[config.mk]
export PLATFORM = sky130hd
export DESIGN_NAME = load_store_unit
export DESIGN_NICKNAME = d
export VERILOG_FILES = /design/src/rtl/load_store_unit_pkg.sv /design/src/rtl/load_store_unit_mem_lane_align.sv /design/src/rtl/load_store_unit.sv
export SDC_FILE = /design/constraint.sdc
export NUM_CORES = 1
export LEC_CHECK = 0
export ABC_CLOCK_PERIOD_IN_PS = 2500
export BUFFER_PORTS_ARGS = -buffer_cell sky130_fd_sc_hd__buf_4
export CORE_UTILIZATION = 45
export CTS_BUF_LIST = sky130_fd_sc_hd__clkbuf_4 sky130_fd_sc_hd__clkbuf_8 sky130_fd_sc_hd__clkbuf_16
export DETAILED_ROUTE_END_ITERATION = 8
export PLACE_DENSITY = 0.74
export SETUP_SLACK_MARGIN = 0.3
export SLEW_MARGIN = 10
export SYNTH_ARGS = -nofsm -noshare
export SYNTH_HDL_FRONTEND = slang
export SYNTH_HIERARCHICAL = 1
export SYNTH_SLANG_ARGS = --single-unit
[constraint.sdc]
create_clock -name clk_in -period 2.5 [get_ports clk_in]
set_clock_uncertainty 0.1 [all_clocks]
set_input_delay 0.125 -clock clk_in [delete_from_list [all_inputs] [get_ports clk_in]]
set_output_delay 0.125 -clock clk_in [all_outputs]
set_load 0.005 [all_outputs]
[src/rtl/load_store_unit_pkg.sv]
// load_store_unit_pkg
//   Shared definitions for the RV64 memory-stage load/store unit:
//   - MEM_WIDTH_* access-size codes (funct3[1:0]); funct3[2]=1 marks an unsigned load
//   - LSU_STATE_* encodings and the FSM state enum built on them
//   - helpers that classify and align the byte offset of an access
//   No ports; imported by load_store_unit and mem_lane_align.
package load_store_unit_pkg;

  localparam logic [1:0] MEM_WIDTH_BYTE  = 2'b00;
  localparam logic [1:0] MEM_WIDTH_HALF  = 2'b01;
  localparam logic [1:0] MEM_WIDTH_WORD  = 2'b10;
  localparam logic [1:0] MEM_WIDTH_DWORD = 2'b11;

  localparam logic [1:0] LSU_STATE_IDLE = 2'd0;
  localparam logic [1:0] LSU_STATE_REQ  = 2'd1;
  localparam logic [1:0] LSU_STATE_DONE = 2'd2;

  typedef enum logic [1:0] {
    ST_IDLE = LSU_STATE_IDLE,
    ST_REQ  = LSU_STATE_REQ,
    ST_DONE = LSU_STATE_DONE
  } lsu_state_e;

  // True when the offset is not a multiple of the access size.
  function automatic logic is_misaligned(input logic [1:0] size, input logic [2:0] off);
    logic result;
    case (size)
      MEM_WIDTH_BYTE: result = 1'b0;
      MEM_WIDTH_HALF: result = off[0];
      MEM_WIDTH_WORD: result = |off[1:0];
      default:        result = |off;
    endcase
    return result;
  endfunction

  // Clears the offset bits below the access size (natural alignment).
  function automatic logic [2:0] align_offset(input logic [1:0] size, input logic [2:0] off);
    logic [2:0] result;
    case (size)
      MEM_WIDTH_BYTE: result = off;
      MEM_WIDTH_HALF: result = {off[2:1], 1'b0};
      MEM_WIDTH_WORD: result = {off[2], 2'b00};
      default:        result = 3'b000;
    endcase
    return result;
  endfunction

endpackage

[src/rtl/load_store_unit_mem_lane_align.sv]
// mem_lane_align
//   Purely combinational byte-lane steering between a 64-bit aligned data bus and
//   the pipeline's naturally sized operands.
//   Ports:
//     width      in  3   [1:0] access size, [2]=1 zero-extend loads
//     offset     in  3   byte offset inside the doubleword (already aligned)
//     store_data in  64  store operand
//     rdata      in  64  aligned doubleword read from memory
//     wstrb      out 8   byte enables for the store
//     wdata      out 64  store operand replicated across every lane of its size
//     load_data  out 64  selected lane, sign- or zero-extended
module mem_lane_align
  import load_store_unit_pkg::*;
(
  input  logic [2:0]  width,
  input  logic [2:0]  offset,
  input  logic [63:0] store_data,
  input  logic [63:0] rdata,
  output logic [7:0]  wstrb,
  output logic [63:0] wdata,
  output logic [63:0] load_data
);

  logic [63:0] lane;
  logic        is_unsigned;

  // Move the addressed byte down to bit 0 so every size extracts from the bottom.
  assign lane        = rdata >> {offset, 3'b000};
  assign is_unsigned = width[2];

  always_comb begin
    wstrb     = 8'h00;
    wdata     = 64'd0;
    load_data = 64'd0;
    case (width[1:0])
      MEM_WIDTH_BYTE: begin
        wstrb     = 8'h01 << offset;
        wdata     = {8{store_data[7:0]}};
        load_data = is_unsigned ? {56'd0, lane[7:0]} : {{56{lane[7]}}, lane[7:0]};
      end
      MEM_WIDTH_HALF: begin
        wstrb     = 8'h03 << offset;
        wdata     = {4{store_data[15:0]}};
        load_data = is_unsigned ? {48'd0, lane[15:0]} : {{48{lane[15]}}, lane[15:0]};
      end
      MEM_WIDTH_WORD: begin
        wstrb     = 8'h0F << offset;
        wdata     = {2{store_data[31:0]}};
        load_data = is_unsigned ? {32'd0, lane[31:0]} : {{32{lane[31]}}, lane[31:0]};
      end
      default: begin
        // Doubleword has no extension, so the unsigned flag is irrelevant.
        wstrb     = 8'hFF;
        wdata     = store_data;
        load_data = lane;
      end
    endcase
  end

endmodule

[src/rtl/load_store_unit.sv]
// load_store_unit
//   Memory-stage access engine of the RV64 pipeline. Latches one load or store from
//   the pipeline, runs a req/ack doubleword bus cycle with byte strobes, returns the
//   extended load value and stalls the pipeline until the access retires.
//   Optional feature macro: LSU_MISALIGN_TRAP_EN
//     defined   - misaligned accesses skip the bus and retire with misalign_signal_out
//     undefined - misaligned accesses are forced to natural alignment
//   Parameter TIMEOUT_CYCLES (1..255): REQ cycles without ack before a bus error.
//   Ports:
//     clk_in, rst_n_in                     clock, synchronous active-low reset
//     mem_read_signal_in/mem_write_...     load/store request, sampled in IDLE
//     width_data_signal_in                 funct3 size/unsigned code
//     addr_in, store_data_in               effective address, store operand
//     load_data_out                        extended load result, held after done
//     stall_signal_out, done_signal_out    pipeline hold, 1-cycle retire pulse
//     bus_err_signal_out                   ack timeout, with done
//     misalign_signal_out                  misaligned trap, with done
//     dmem_req/we/addr/wdata/wstrb_out     data-memory request port
//     dmem_ack_in, dmem_rdata_in           data-memory response
module load_store_unit
  import load_store_unit_pkg::*;
#(
  parameter int TIMEOUT_CYCLES = 255
) (
  input  logic        clk_in,
  input  logic        rst_n_in,
  input  logic        mem_read_signal_in,
  input  logic        mem_write_signal_in,
  input  logic [2:0]  width_data_signal_in,
  input  logic [63:0] addr_in,
  input  logic [63:0] store_data_in,
  output logic [63:0] load_data_out,
  output logic        stall_signal_out,
  output logic        done_signal_out,
  output logic        bus_err_signal_out,
  output logic        misalign_signal_out,
  output logic        dmem_req_out,
  output logic        dmem_we_out,
  output logic [63:0] dmem_addr_out,
  output logic [63:0] dmem_wdata_out,
  output logic [7:0]  dmem_wstrb_out,
  input  logic        dmem_ack_in,
  input  logic [63:0] dmem_rdata_in
);

  localparam logic [7:0] TIMEOUT_LAST = 8'(TIMEOUT_CYCLES - 1);

  lsu_state_e  state;
  lsu_state_e  next_state;

  logic [63:3] addr_q;
  logic [2:0]  width_q;
  logic [2:0]  offset_q;
  logic [63:0] store_data_q;
  logic        we_q;
  logic        req_q;
  logic        err_q;
  logic [7:0]  timeout_cnt_q;
  logic [63:0] load_data_q;

  logic        access_req;
  logic        timeout_hit;
  logic [2:0]  offset_in;
  logic [7:0]  lane_wstrb;
  logic [63:0] lane_wdata;
  logic [63:0] lane_load;

`ifdef LSU_MISALIGN_TRAP_EN
  logic        misalign_in;
  logic        mis_q;
  assign misalign_in = is_misaligned(width_data_signal_in[1:0], addr_in[2:0]);
  assign offset_in   = addr_in[2:0];
`else
  assign offset_in   = align_offset(width_data_signal_in[1:0], addr_in[2:0]);
`endif

  assign access_req  = mem_read_signal_in | mem_write_signal_in;
  // Ack on the final allowed cycle still counts as success.
  assign timeout_hit = (state == ST_REQ) && !dmem_ack_in && (timeout_cnt_q == TIMEOUT_LAST);

  mem_lane_align u_lane_align (
    .width      (width_q),
    .offset     (offset_q),
    .store_data (store_data_q),
    .rdata      (dmem_rdata_in),
    .wstrb      (lane_wstrb),
    .wdata      (lane_wdata),
    .load_data  (lane_load)
  );

  always_ff @(posedge clk_in) begin
    if (!rst_n_in) begin
      state <= ST_IDLE;
    end else begin
      state <= next_state;
    end
  end

  always_comb begin
    next_state       = state;
    stall_signal_out = 1'b0;
    case (state)
      ST_IDLE: begin
        if (access_req) begin
          stall_signal_out = 1'b1;
`ifdef LSU_MISALIGN_TRAP_EN
          if (misalign_in) begin
            next_state = ST_DONE;
          end else begin
            next_state = ST_REQ;
          end
`else
          next_state = ST_REQ;
`endif
        end
      end
      ST_REQ: begin
        stall_signal_out = 1'b1;
        if (dmem_ack_in || timeout_hit) begin
          next_state = ST_DONE;
        end
      end
      ST_DONE: begin
        next_state = ST_IDLE;
      end
      default: begin
        next_state = ST_IDLE;
      end
    endcase
  end

  // Access latches, bus request, timeout counter and load result register.
  always_ff @(posedge clk_in) begin
    if (!rst_n_in) begin
      addr_q        <= '0;
      width_q       <= 3'd0;
      offset_q      <= 3'd0;
      store_data_q  <= 64'd0;
      we_q          <= 1'b0;
      req_q         <= 1'b0;
      err_q         <= 1'b0;
      timeout_cnt_q <= 8'd0;
      load_data_q   <= 64'd0;
`ifdef LSU_MISALIGN_TRAP_EN
      mis_q         <= 1'b0;
`endif
    end else begin
      case (state)
        ST_IDLE: begin
          err_q         <= 1'b0;
          timeout_cnt_q <= 8'd0;
`ifdef LSU_MISALIGN_TRAP_EN
          mis_q         <= 1'b0;
`endif
          if (access_req) begin
            addr_q       <= addr_in[63:3];
            width_q      <= width_data_signal_in;
            offset_q     <= offset_in;
            store_data_q <= store_data_in;
            // Read wins when both strobes are high.
            we_q         <= !mem_read_signal_in;
`ifdef LSU_MISALIGN_TRAP_EN
            if (misalign_in) begin
              mis_q       <= 1'b1;
              load_data_q <= 64'd0;
            end else begin
              req_q       <= 1'b1;
            end
`else
            req_q        <= 1'b1;
`endif
          end
        end
        ST_REQ: begin
          if (dmem_ack_in) begin
            req_q <= 1'b0;
            if (!we_q) begin
              load_data_q <= lane_load;
            end
          end else if (timeout_hit) begin
            req_q       <= 1'b0;
            err_q       <= 1'b1;
            load_data_q <= 64'd0;
          end else begin
            timeout_cnt_q <= timeout_cnt_q + 8'd1;
          end
        end
        default: begin
          req_q <= 1'b0;
        end
      endcase
    end
  end

  assign done_signal_out    = (state == ST_DONE);
  assign bus_err_signal_out = (state == ST_DONE) && err_q;
`ifdef LSU_MISALIGN_TRAP_EN
  assign misalign_signal_out = (state == ST_DONE) && mis_q;
`else
  assign misalign_signal_out = 1'b0;
`endif

  // Bus fields are only driven while a request is outstanding.
  assign load_data_out  = load_data_q;
  assign dmem_req_out   = req_q;
  assign dmem_we_out    = req_q & we_q;
  assign dmem_addr_out  = req_q ? {addr_q, 3'b000} : 64'd0;
  assign dmem_wdata_out = req_q ? lane_wdata : 64'd0;
  assign dmem_wstrb_out = (req_q && we_q) ? lane_wstrb : 8'h00;

endmodule

==> results.py, run 1 <==
metrics = {
    "outcome": {
        "run_status": "finished, final reports clean",
    },
    "global_routing": {
        "antenna_found_initial": 2,
        "grtUsageTotal": 0.337,
        "pin_count_of_the_biggest_net_entering_global_routing": 141,
        "via_count_of_the_first_global_routing_pass": 12800,
        "wire_length_of_the_first_global_routing_pass_microns": 71200,
        "overflow": 0,
    },
    "critical_path": {
        "critical_path.max_stage_delay_ns": 0.46,
        "crit_path_start_kind": "register",
        "setup.worst_path.class": "reg -> out",
        "timing.rr.start": "offset_q[1]$_SDFFE_PN0P_",
        "worst_setup_path_end_kind": "output pin",
        "worst-endpoint-required_ns": 2.28,
        "critPathSlowestCell": "sky130_fd_sc_hd__or3_4",
        "crit_arrival_ns": 2.24,
        "worst_setup_path_startpoint": "width_q[1]$_SDFFE_PN0P_",
        "crit_chain": "ha_4, buf_8, or3_4, nand2_2, o21ai_1, and2_1, buf_4",
        "critical_path.max_fanout": 8,
    },
    "route": {
        "drt_iter0_markers": 1545,
        "viasPerCell": 5.88,
        "drtPass1Iterations": 6,
        "via_count": 13600,
        "wire_per_inst_microns": 21.2,
        "detail_route.drc_violations": 0,
        "detail_route.wirelength_microns": 48800,
        "ant_nets": 0,
    },
    "final_layout": {
        "final_design_area_no_fill_sq_mm": 0.0181,
        "most-common-layout-cells": "425 x sky130_fd_sc_hd__buf_4, 351 x sky130_fd_sc_hd__nand2_1, 201 x sky130_fd_sc_hd__dfxtp_1, 145 x sky130_fd_sc_hd__a21oi_1, 145 x sky130_fd_sc_hd__dlygate4sd3_1",
        "layout_commonest_cell": "sky130_fd_sc_hd__buf_4",
        "post_route_cells_drive_above_1_share": 0.335,
        "finalNonFillerCells": 2308,
        "syn_to_final_growth_pct": 52.4,
        "num-nets-final": 2159,
    },
    "clock_tree": {
        "cts_tree": "yes",
        "clockRootBuffer": "sky130_fd_sc_hd__clkbuf_16",
        "clk_pin_slew_ns": 0.06,
        "cts.htree.levels": 1,
        "clock_sinks": 207,
        "tritoncts.num_buffers": 25,
        "cts_buffer_depth": 3,
        "worst_skew_pair.late_latency_ns": 0.53,
    },
    "yosys": {
        "yosys-mux-area-fraction": 0.0934,
        "synthSimpleGateAreaFrac": 0.274,
        "postSynthRegisterBits": 207,
        "synth-edff-count": 0,
        "synth_cells": 1445,
        "synth_adder_area_share": 0.00737,
        "synthFlopType": "sky130_fd_sc_hd__dfxtp_1",
        "synth-compound-area-share": 0.201,
        "post_synth_main_area_contributors": "sky130_fd_sc_hd__dfxtp_1 35%, sky130_fd_sc_hd__nand2_1 11%, sky130_fd_sc_hd__and2_1 7.1%, sky130_fd_sc_hd__a21oi_1 6.1%, sky130_fd_sc_hd__a22o_1 5.9%",
        "async_flop_share": 0,
        "synth.avg_cell_area_sq_um": 8.22,
        "syn_area_sq_mm": 0.0119,
        "xor_xnor_share_of_the_synthesized_area": 0.000737,
        "synth_cell_type_count": 69,
        "synthDominantCellAreaShare": 0.349,
        "synthDominantAreaCellType": "sky130_fd_sc_hd__dfxtp_1",
        "yosys_warnings": 6,
        "largest_family_of_logic_cells_by_synthesized_area": "simple AND/OR/NAND/NOR gates",
        "synth_seq_area_share": 0.349,
    },
    "placed_design": {
        "detailed_place.area_sq_mm": 0.0150,
        "preCtsSetupSlack_ns": 0.167,
        "place_inst": 2081,
        "routabilityCongestion": 0.890,
        "io_buffers": 401,
        "hpwl_microns": 29300,
    },
    "sta": {
        "fin_crit_sh": 0.986,
        "timing.final.ws_setup_ns": 0.0352,
        "fin_crit_ns": 2.46,
        "clock.fmax_ghz": 0.406,
        "totalNegativeSetupSlack_ns": 0,
        "finalSetupViolCount": 0,
        "timing.slew.headroom": 0.547,
        "holdWs_ns": 0.0361,
        "tightestPinTransition_ns": 0.679,
        "rsz0062_at_grt": "yes",
        "report.final.hold_viol_count": 0,
        "final-max-slew-violation-count": 0,
    },
    "power_and_ir_drop": {
        "total_leakage_power_nw": 7.89,
        "power_density_mw_per_mm2": 585,
        "worst_case_vdd_ir_drop_uv": 548,
    },
    "floorplan": {
        "core_region_area_sq_mm": 0.0260,
        "die_w_microns": 164,
        "rows": 59,
        "die-area_sq_mm": 0.0271,
        "fp.dieH_microns": 164,
        "io_pins": 406,
        "initial_core_util": 0.457,
    },
    "worst_hold_path": {
        "hold_path_startpoint": "dmem_rdata_in[50]",
        "worstHoldPathType": "in -> reg",
    },
    "flow_run": {
        "cap_violations": 0,
    },
}
## synthesized netlist by cell type (all sizes together) (9+ instances only)
library cell  instances
nand2               356
dfxtp               207
a21oi               147
and2                135
buf                  87
a22o                 80
clkbuf               58
o21ai                56
mux2i                44
nor2                 37
mux4                 28
nand4                28
and3                 27
nand3                22
nor2b                14
inv                  13
o2bb2ai              10
a221o                 9
a31oi                 9
## kinds of logic (layout without fill, tap and decap cells)
group	Yosys count	count (layout)
simple gates	643	646
xor+xnor	1	1
fa+ha+maj	7	7
mux	74	74
other cells	1	6
compound gates	354	354
buf+inv	158	678
flops	207	207
## registers in the layout, indices dropped and copies added, names as in the netlist, 2 cells and up
register and cells:
store_data_q 64, timeout_cnt_q 8, state 2, width_q 3, load_data_out 64, addr_q 61
offset_q 3
## worst paths after layout
kind	to	slack, ns	cells after the start
worst max register to register	load_data_out[22]$_SDFFE_PN0P_	0.35	7
worst min register to register	addr_q[28]$_SDFFE_PN0P_	0.35	2
worst max-delay path	dmem_wdata_out[10]	0.04	7
worst min-delay path	load_data_out[50]$_SDFFE_PN0P_	0.04	4
## routing by layer
metal,vias to the layer above,GRT usage,part of all wire
li1,6031,-,-
met1,6412,0.404,0.37
met2,946,0.568,0.47
met3,188,0.0721,0.11
met4,0,0.168,0.052
met5,-,0,0
## stage by stage
| step | util | power [mW] |
|---|---|---|
| 4_1_cts | 0.684 | 10.4 |
| 6_report | 0.697 | 10.6 |
| 5_1_grt | 0.697 | 10.9 |
| 3_5_place_dp | 0.576 | 6.16 |
| 2_1_floorplan | - | 5.22 |
| 3_3_place_gp | 0.576 | 6.12 |
## power by group
group          internal (mW)  switching, mW  leakage [nW]
logic                   1.40           1.49          5.76
registers               3.56          0.227          1.70
clock network           2.35           1.57         0.430
total                   7.31           3.29          7.89
## repair_timing
action | CTS | global route
pin swaps | 20 | 15
gates resized for setup | 85 | 55
hold endpoints to repair | 151 | 0
gates cloned | 6 | 3
hold buffers | 145 | 0
setup endpoints to repair | 115 | 114
setup buffers | 17 | 8
## critical path, delay by kind of cell, from the launching register on
kind | cells | cell delay [ns]
AOI/OAI and AO/OA | 1 | 0.07
adders and majority gates | 1 | 0.21
buffers and inverters | 2 | 0.29
DFF | 1 | 0.38
and+or+nand+nor | 3 | 0.74
## final cells by class
| cell class | count | area (sq um) |
|---|---|---|
| fill | 1870 | 7880 |
| tap | 335 | 419 |
| timing repair inverter | 2 | 15.0 |
| clock inverter | 16 | 196 |
| multi-input combinational | 1086 | 7170 |
| clock buffer | 30 | 676 |
| sequential | 207 | 4170 |
| timing repair buffer | 617 | 5390 |
| antenna | 2 | 5.00 |
| inverter | 13 | 63.8 |
Power figures use the tool's default switching activity.
==> run 2: changes to the inputs <==
==> constraint.sdc (replaced) <==
create_clock -name clk_in -period 2.5 [get_ports clk_in]
set_clock_uncertainty 0.1 [all_clocks]
set_input_delay 0.5 -clock clk_in [delete_from_list [all_inputs] [get_ports clk_in]]
set_output_delay 0.5 -clock clk_in [all_outputs]
set_load 0.005 [all_outputs]
==> run 2 against run 1 <==
  * The run now ends with negative setup slack left
  * First-iteration DRC count up 2.7%
  * Cell area down 1.7%
  * Final cell count is 3.9% lower
  * Total power increased by 4.3%
  * Flip-flop and latch count did not move
  * Worst hold slack improved by 0.059 ns
==> results.py, run 2 (same netlist as run 1, synthesis figures left out) <==
metrics = {
    "outcome": {
        "run_status": "finished, violations left",
        "failed_checks": "negative setup slack",
    },
    "global_routing": {
        "pin_count_of_the_biggest_net_entering_global_routing": 133,
        "overflow": 0,
        "grtUsageTotal": 0.327,
        "wire_length_of_the_first_global_routing_pass_microns": 68300,
        "via_count_of_the_first_global_routing_pass": 11900,
        "antenna_found_initial": 3,
    },
    "sta": {
        "clock.fmax_ghz": 0.355,
        "final-max-slew-violation-count": 0,
        "report.final.hold_viol_count": 0,
        "timing.final.ws_setup_ns": -0.314,
        "fin_crit_sh": 1.13,
        "tightestPinTransition_ns": 0.697,
        "holdWs_ns": 0.0953,
        "finalSetupViolCount": 63,
        "fin_crit_ns": 2.81,
        "timing.slew.headroom": 0.536,
        "rsz0062_at_grt": "yes",
    },
    "route": {
        "via_count": 13000,
        "drt_iter0_markers": 1586,
        "detail_route.wirelength_microns": 48400,
        "ant_nets": 0,
        "viasPerCell": 5.87,
        "detail_route.drc_violations": 0,
        "drtPass1Iterations": 8,
        "wire_per_inst_microns": 21.8,
    },
    "critical_path": {
        "critical_path.max_fanout": 6,
        "critical_path.max_stage_delay_ns": 0.40,
        "worst_setup_path_end_kind": "output pin",
        "critPathSlowestCell": "sky130_fd_sc_hd__dfxtp_4",
        "crit_arrival_ns": 2.21,
        "setup.worst_path.class": "reg -> out",
        "cpLargestDelayFamily": "buffers and inverters",
        "crit_chain": "ha_4, buf_12, clkinvlp_4, buf_4, buf_6, o311ai_4, and3_4, buf_6",
        "worst-endpoint-required_ns": 1.90,
        "number_of_buffers_and_inverters_on_the_critical_path": 5,
        "crit_path_start_kind": "register",
        "critPathMostFrequentCell": "sky130_fd_sc_hd__buf_6",
    },
    "final_layout": {
        "syn_to_final_growth_pct": 49.8,
        "finalNonFillerCells": 2219,
        "post_route_cells_drive_above_1_share": 0.405,
        "num-nets-final": 2067,
        "most-common-layout-cells": "439 x sky130_fd_sc_hd__buf_4, 343 x sky130_fd_sc_hd__nand2_1, 199 x sky130_fd_sc_hd__dfxtp_1, 143 x sky130_fd_sc_hd__a21oi_1, 128 x sky130_fd_sc_hd__and2_1",
        "layout_commonest_cell": "sky130_fd_sc_hd__buf_4",
    },
    "floorplan": {
        "die-area_sq_mm": 0.0271,
        "io_pins": 406,
        "rows": 59,
        "die_w_microns": 164,
        "fp.dieH_microns": 164,
        "core_region_area_sq_mm": 0.0260,
        "initial_core_util": 0.457,
    },
    "flow_run": {
        "cap_violations": 0,
    },
    "placed_design": {
        "place_inst": 2088,
        "hpwl_microns": 30700,
        "routabilityCongestion": 0.927,
        "preCtsSetupSlack_ns": -0.199,
        "io_buffers": 401,
    },
    "power_and_ir_drop": {
        "total_leakage_power_nw": 7.83,
        "worst_case_vdd_ir_drop_uv": 700,
        "power_density_mw_per_mm2": 621,
        "power.total_mw": 11.0,
    },
    "clock_tree": {
        "clk_pin_slew_ns": 0.07,
        "clockRootBuffer": "sky130_fd_sc_hd__clkbuf_16",
        "ctsHoldBuffers": 0,
        "clock_sinks": 207,
        "cts_buffer_depth": 3,
        "tritoncts.num_buffers": 25,
        "worst_skew_pair.late_latency_ns": 0.54,
        "cts_tree": "yes",
        "cts.htree.levels": 1,
    },
    "worst_hold_path": {
        "worstHoldPathType": "in -> reg",
    },
}
-- run 2: cell count changes in the layout (fill, tap and decap cells not counted), moves of 6 or more --
| cell | change |
|---|---|
| sky130_fd_sc_hd__dlygate4sd3_1 | -145 |
| sky130_fd_sc_hd__buf_6 | +22 |
| sky130_fd_sc_hd__buf_4 | +14 |
| sky130_fd_sc_hd__o21ai_0 | -13 |
| sky130_fd_sc_hd__buf_12 | +12 |
| sky130_fd_sc_hd__o21ai_1 | +9 |
| sky130_fd_sc_hd__nand2_1 | -8 |
| sky130_fd_sc_hd__nor2_1 | -7 |
| sky130_fd_sc_hd__and3_1 | -6 |
| sky130_fd_sc_hd__and3_4 | +6 |
-- run 2: layer usage --
metal / part of all wire / GRT usage
met3: 0.10 / 0.0751
met2: 0.47 / 0.550
met4: 0.052 / 0.143
met1: 0.37 / 0.398
met5: 0 / 0
-- run 2: timing repair --
item | CTS | global route
cloned | 8 | 4
pin swaps | 82 | 41
setup endpoints to repair | 182 | 123
buffers inserted | 35 | 33
resized for setup | 166 | 87
-- run 2: worst paths after layout --
kind / startpoint / to / slack (ns) / cells past startpoint
worst max-delay path: width_q[0]$_SDFFE_PN0P_ / dmem_wstrb_out[5] / -0.31 / 8
worst min-delay path: store_data_in[55] / store_data_q[55]$_SDFFE_PN0P_ / 0.1 / 3
worst max register to register: width_q[0]$_SDFFE_PN0P_ / load_data_out[63]$_SDFFE_PN0P_ / 0.08 / 11
worst min register to register: addr_q[38]$_SDFFE_PN0P_ / addr_q[38]$_SDFFE_PN0P_ / 0.35 / 2
-- run 2: where the power goes --
group	internal [mW]	total, mW	switching (mW)	leakage, nW
combinational	1.47	3.02	1.55	5.64
clock	2.70	4.25	1.56	0.482
sequential	3.56	3.78	0.221	1.70
-- run 2: per-stage QoR --
step           area, sq um  TNS, ns   util
2_1_floorplan        11900        0      -
3_3_place_gp         15100    -1.79  0.579
5_1_grt              17800   -17.19  0.685
6_report             17800   -14.27  0.685
4_1_cts              17100   -12.79  0.657
3_5_place_dp         15100    -3.08  0.579
-- run 2: area by class of cell --
class	instances	area, sq um
Fill cell	1989	8190
Multi-Input combinational cell	1083	7400
Timing Repair Buffer	529	4740
Sequential cell	207	4170
Clock buffer	36	781
Tap cell	335	419
Clock inverter	10	193
Inverter	13	63.8
Antenna cell	5	12.5
Timing Repair inverter	1	7.51
-- run 2: worst register-to-register path: cells and delay by family (launching register included) --
kind / cells / cell delay [ns]
simple gates: 3 / 0.50
compound gates: 1 / 0.15
flops: 1 / 0.40
buf+inv: 6 / 1.00
fa+ha+maj: 1 / 0.21
==> run 3: changes to the inputs <==
--- a/config.mk
+++ b/config.mk
@@ -5,12 +5,13 @@
 export SDC_FILE = /design/constraint.sdc
 export NUM_CORES = 1
 export LEC_CHECK = 0
+export ABC_AREA = 1
 export ABC_CLOCK_PERIOD_IN_PS = 2500
 export BUFFER_PORTS_ARGS = -buffer_cell sky130_fd_sc_hd__buf_4
 export CORE_UTILIZATION = 45
 export CTS_BUF_LIST = sky130_fd_sc_hd__clkbuf_4 sky130_fd_sc_hd__clkbuf_8 sky130_fd_sc_hd__clkbuf_16
 export DETAILED_ROUTE_END_ITERATION = 8
-export PLACE_DENSITY = 0.74
+export PLACE_DENSITY = 0.73
 export SETUP_SLACK_MARGIN = 0.3
 export SLEW_MARGIN = 10
 export SYNTH_ARGS = -nofsm -noshare
==> run 3 against run 2 <==
  * The flow still finishes with violations (negative setup slack)
  * Worst setup slack better by 0.18 ns
  * Routed wire length increased by 5.9%
  * Non-clock buffer count down 50
  * Sequential power increased by 3%
==> results.py, run 3 <==
metrics = {
    "outcome": {
        "run_status": "finished, violations left",
        "failed_checks": "negative setup slack",
    },
    "floorplan": {
        "core_region_area_sq_mm": 0.0271,
        "io_pins": 406,
        "fp.dieH_microns": 169,
        "rows": 60,
        "initial_core_util": 0.461,
        "die-area_sq_mm": 0.0284,
        "die_w_microns": 169,
    },
    "clock_tree": {
        "cts_tree": "yes",
        "cts.htree.levels": 1,
        "tritoncts.num_buffers": 24,
        "worst_skew_pair.late_latency_ns": 0.54,
        "cts_buffer_depth": 3,
        "clock_sinks": 207,
        "clockRootBuffer": "sky130_fd_sc_hd__clkbuf_16",
        "clk_pin_slew_ns": 0.06,
        "ctsHoldBuffers": 0,
    },
    "route": {
        "drt_iter0_markers": 1730,
        "detail_route.drc_violations": 0,
        "drtPass1Iterations": 7,
        "ant_nets": 0,
        "viasPerCell": 5.49,
        "detail_route.wirelength_microns": 51200,
        "wire_per_inst_microns": 18.5,
        "via_count": 15200,
    },
    "yosys": {
        "synthDominantAreaCellType": "sky130_fd_sc_hd__dfxtp_1",
        "synth_cells": 2032,
        "post_synth_main_area_contributors": "sky130_fd_sc_hd__dfxtp_1 33%, sky130_fd_sc_hd__nand2_1 18%, sky130_fd_sc_hd__nor2_1 10%, sky130_fd_sc_hd__o21ai_0 7.8%, sky130_fd_sc_hd__inv_1 5.8%",
        "postSynthRegisterBits": 207,
        "synth_seq_area_share": 0.332,
        "async_flop_share": 0,
        "synth_cell_type_count": 34,
        "syn_area_sq_mm": 0.0125,
        "synth.avg_cell_area_sq_um": 6.15,
        "synth.most_common_cell": "sky130_fd_sc_hd__nand2_1",
        "post_synth_most_frequent_cells": "589 x sky130_fd_sc_hd__nand2_1, 347 x sky130_fd_sc_hd__nor2_1, 207 x sky130_fd_sc_hd__dfxtp_1",
        "yosys_warnings": 6,
        "synth-edff-count": 0,
        "synthDominantCellAreaShare": 0.332,
        "synthFlopType": "sky130_fd_sc_hd__dfxtp_1",
    },
    "placed_design": {
        "hpwl_microns": 34200,
        "routabilityCongestion": 0.983,
        "detailed_place.area_sq_mm": 0.0156,
        "preCtsSetupSlack_ns": 0.176,
        "io_buffers": 401,
    },
    "critical_path": {
        "worst_setup_path_end_kind": "output pin",
        "critical_path.max_fanout": 4,
        "regToRegEndpoint": "load_data_out[24]$_SDFFE_PN0P_",
        "reg2reg_slack_ns": 0.33,
        "timing.rr.start": "width_q[0]$_SDFFE_PN0P_",
        "worst_setup_path_startpoint": "width_q[0]$_SDFFE_PN0P_",
        "worst-endpoint-required_ns": 1.90,
        "end_point_of_the_critical_path": "dmem_wstrb_out[6]",
        "crit_arrival_ns": 2.03,
        "r2r.worst_path.cells": 9,
        "crit_path_start_kind": "register",
        "setup.worst_path.class": "reg -> out",
    },
    "final_layout": {
        "fillCellCount": 2534,
        "num-nets-final": 2579,
        "final_design_area_no_fill_sq_mm": 0.0176,
        "most-common-layout-cells": "556 x sky130_fd_sc_hd__nand2_1, 406 x sky130_fd_sc_hd__buf_4, 333 x sky130_fd_sc_hd__nor2_1, 201 x sky130_fd_sc_hd__dfxtp_1, 161 x sky130_fd_sc_hd__inv_1",
        "syn_to_final_growth_pct": 40.5,
        "post_route_cells_drive_above_1_share": 0.282,
        "layout_commonest_cell": "sky130_fd_sc_hd__nand2_1",
    },
    "worst_hold_path": {
        "worstHoldPathType": "in -> reg",
    },
    "sta": {
        "rsz0062_at_grt": "yes",
        "fin_crit_sh": 1.05,
        "final-max-slew-violation-count": 0,
        "tightestPinTransition_ns": 0.746,
        "report.final.hold_viol_count": 0,
        "fin_crit_ns": 2.63,
        "timing.final.ws_setup_ns": -0.130,
        "finalSetupViolCount": 59,
        "clock.fmax_ghz": 0.380,
        "timing.slew.headroom": 0.503,
    },
    "global_routing": {
        "met1_usage": 0.410,
        "wire_length_of_the_first_global_routing_pass_microns": 75400,
        "pin_count_of_the_biggest_net_entering_global_routing": 136,
        "via_count_of_the_first_global_routing_pass": 13800,
        "grt_util_met2": 0.552,
        "grt_use_met3": 0.0648,
        "grt_most_used_layer": "met2",
        "overflow": 0,
        "antenna_found_initial": 6,
        "grtUsageTotal": 0.335,
    },
    "power_and_ir_drop": {
        "total_leakage_power_nw": 9.53,
        "power_density_mw_per_mm2": 627,
        "worst_case_vdd_ir_drop_uv": 556,
    },
    "flow_run": {
        "cap_violations": 0,
    },
}
run 3: cells by family (layout without fill, tap and decap cells):
kind of cell | Yosys count | in the layout | synth area share
DFF | 207 | 207 | 0.332
buffers and inverters | 368 | 722 | 0.133
adders and majority gates | 7 | 7 | 0.00701
other | 1 | 10 | 0.000300
AOI/OAI and AO/OA | 312 | 312 | 0.147
xor gates and xnor gates | 2 | 2 | 0.00140
and+or+nand+nor | 1135 | 1135 | 0.380
run 3: what timing repair did:
item | CTS | global route
pin swaps | 36 | 51
buffers inserted | 11 | 10
setup endpoints to repair | 159 | 123
gates cloned | 4 | 6
resized for setup | 149 | 132
run 3: critical path, cell delays in order (launching register included):
cell	delay, ns
sky130_fd_sc_hd__dfxtp_4	0.41
sky130_fd_sc_hd__inv_6	0.06
sky130_fd_sc_hd__ha_4	0.18
sky130_fd_sc_hd__buf_6	0.13
sky130_fd_sc_hd__buf_6	0.12
sky130_fd_sc_hd__a31oi_1	0.20
sky130_fd_sc_hd__o21ai_1	0.12
sky130_fd_sc_hd__inv_1	0.07
sky130_fd_sc_hd__nor2_1	0.04
sky130_fd_sc_hd__buf_4	0.16
run 3: power breakdown:
part	total (mW)	leakage (nW)	switching (mW)	internal (mW)
Sequential	3.91	1.71	0.251	3.65
Clock	3.62	0.412	1.49	2.13
Combinational	3.49	7.40	2.00	1.50
run 3: layout make-up:
| class | count | area (sq um) | share of cell area |
|---|---|---|---|
| clock buffer | 34 | 724 | 0.0412 |
| sequential | 207 | 4160 | 0.237 |
| clock inverter | 9 | 97.6 | 0.00556 |
| timing repair inverter | 1 | 5.00 | 0.000285 |
| inverter | 199 | 783 | 0.0446 |
| timing repair buffer | 479 | 4150 | 0.236 |
| tap | 372 | 465 | 0.0265 |
| antenna | 6 | 15.0 | 0.000855 |
| multi-input combinational | 1460 | 7170 | 0.408 |
run 3: metrics by stage:
stage / util / power, mW / setup TNS, ns / instances / hold WS, ns
global route: 0.648 / 11.5 / -7.95 / 2767 / 0.0335
global placement: 0.575 / 6.82 / 0 / 2687 / 0.350
finish: 0.648 / 11.0 / -3.40 / 2767 / 0.0376
CTS: 0.624 / 10.7 / -3.54 / 2745 / 0.0208
floorplan: - / 5.62 / 0 / 2035 / 0.339
detailed placement: 0.575 / 6.85 / 0 / 2687 / 0.353
run 3: per-layer routing:
layer	wire, microns	up-vias	share of wire
li1	-	7142	-
met1	19900	7062	0.39
met2	23800	827	0.46
met3	4750	155	0.093
met4	2790	0	0.055
met5	0	-	0
run 3: worst min-delay path by stage:
stage / startpoint / depth (start not counted) / to / slack (ns)
final: mem_read_signal_in / 2 / we_q$_SDFFE_PN0P_ / 0.04
after CTS: mem_read_signal_in / 2 / we_q$_SDFFE_PN0P_ / 0.02
after global placement: err_q$_SDFFE_PN0P_ / 2 / err_q$_SDFFE_PN0P_ / 0.35
after floorplan: err_q$_SDFFE_PN0P_ / 2 / err_q$_SDFFE_PN0P_ / 0.34
after global routing: mem_read_signal_in / 2 / we_q$_SDFFE_PN0P_ / 0.03
after detailed placement: err_q$_SDFFE_PN0P_ / 2 / err_q$_SDFFE_PN0P_ / 0.35
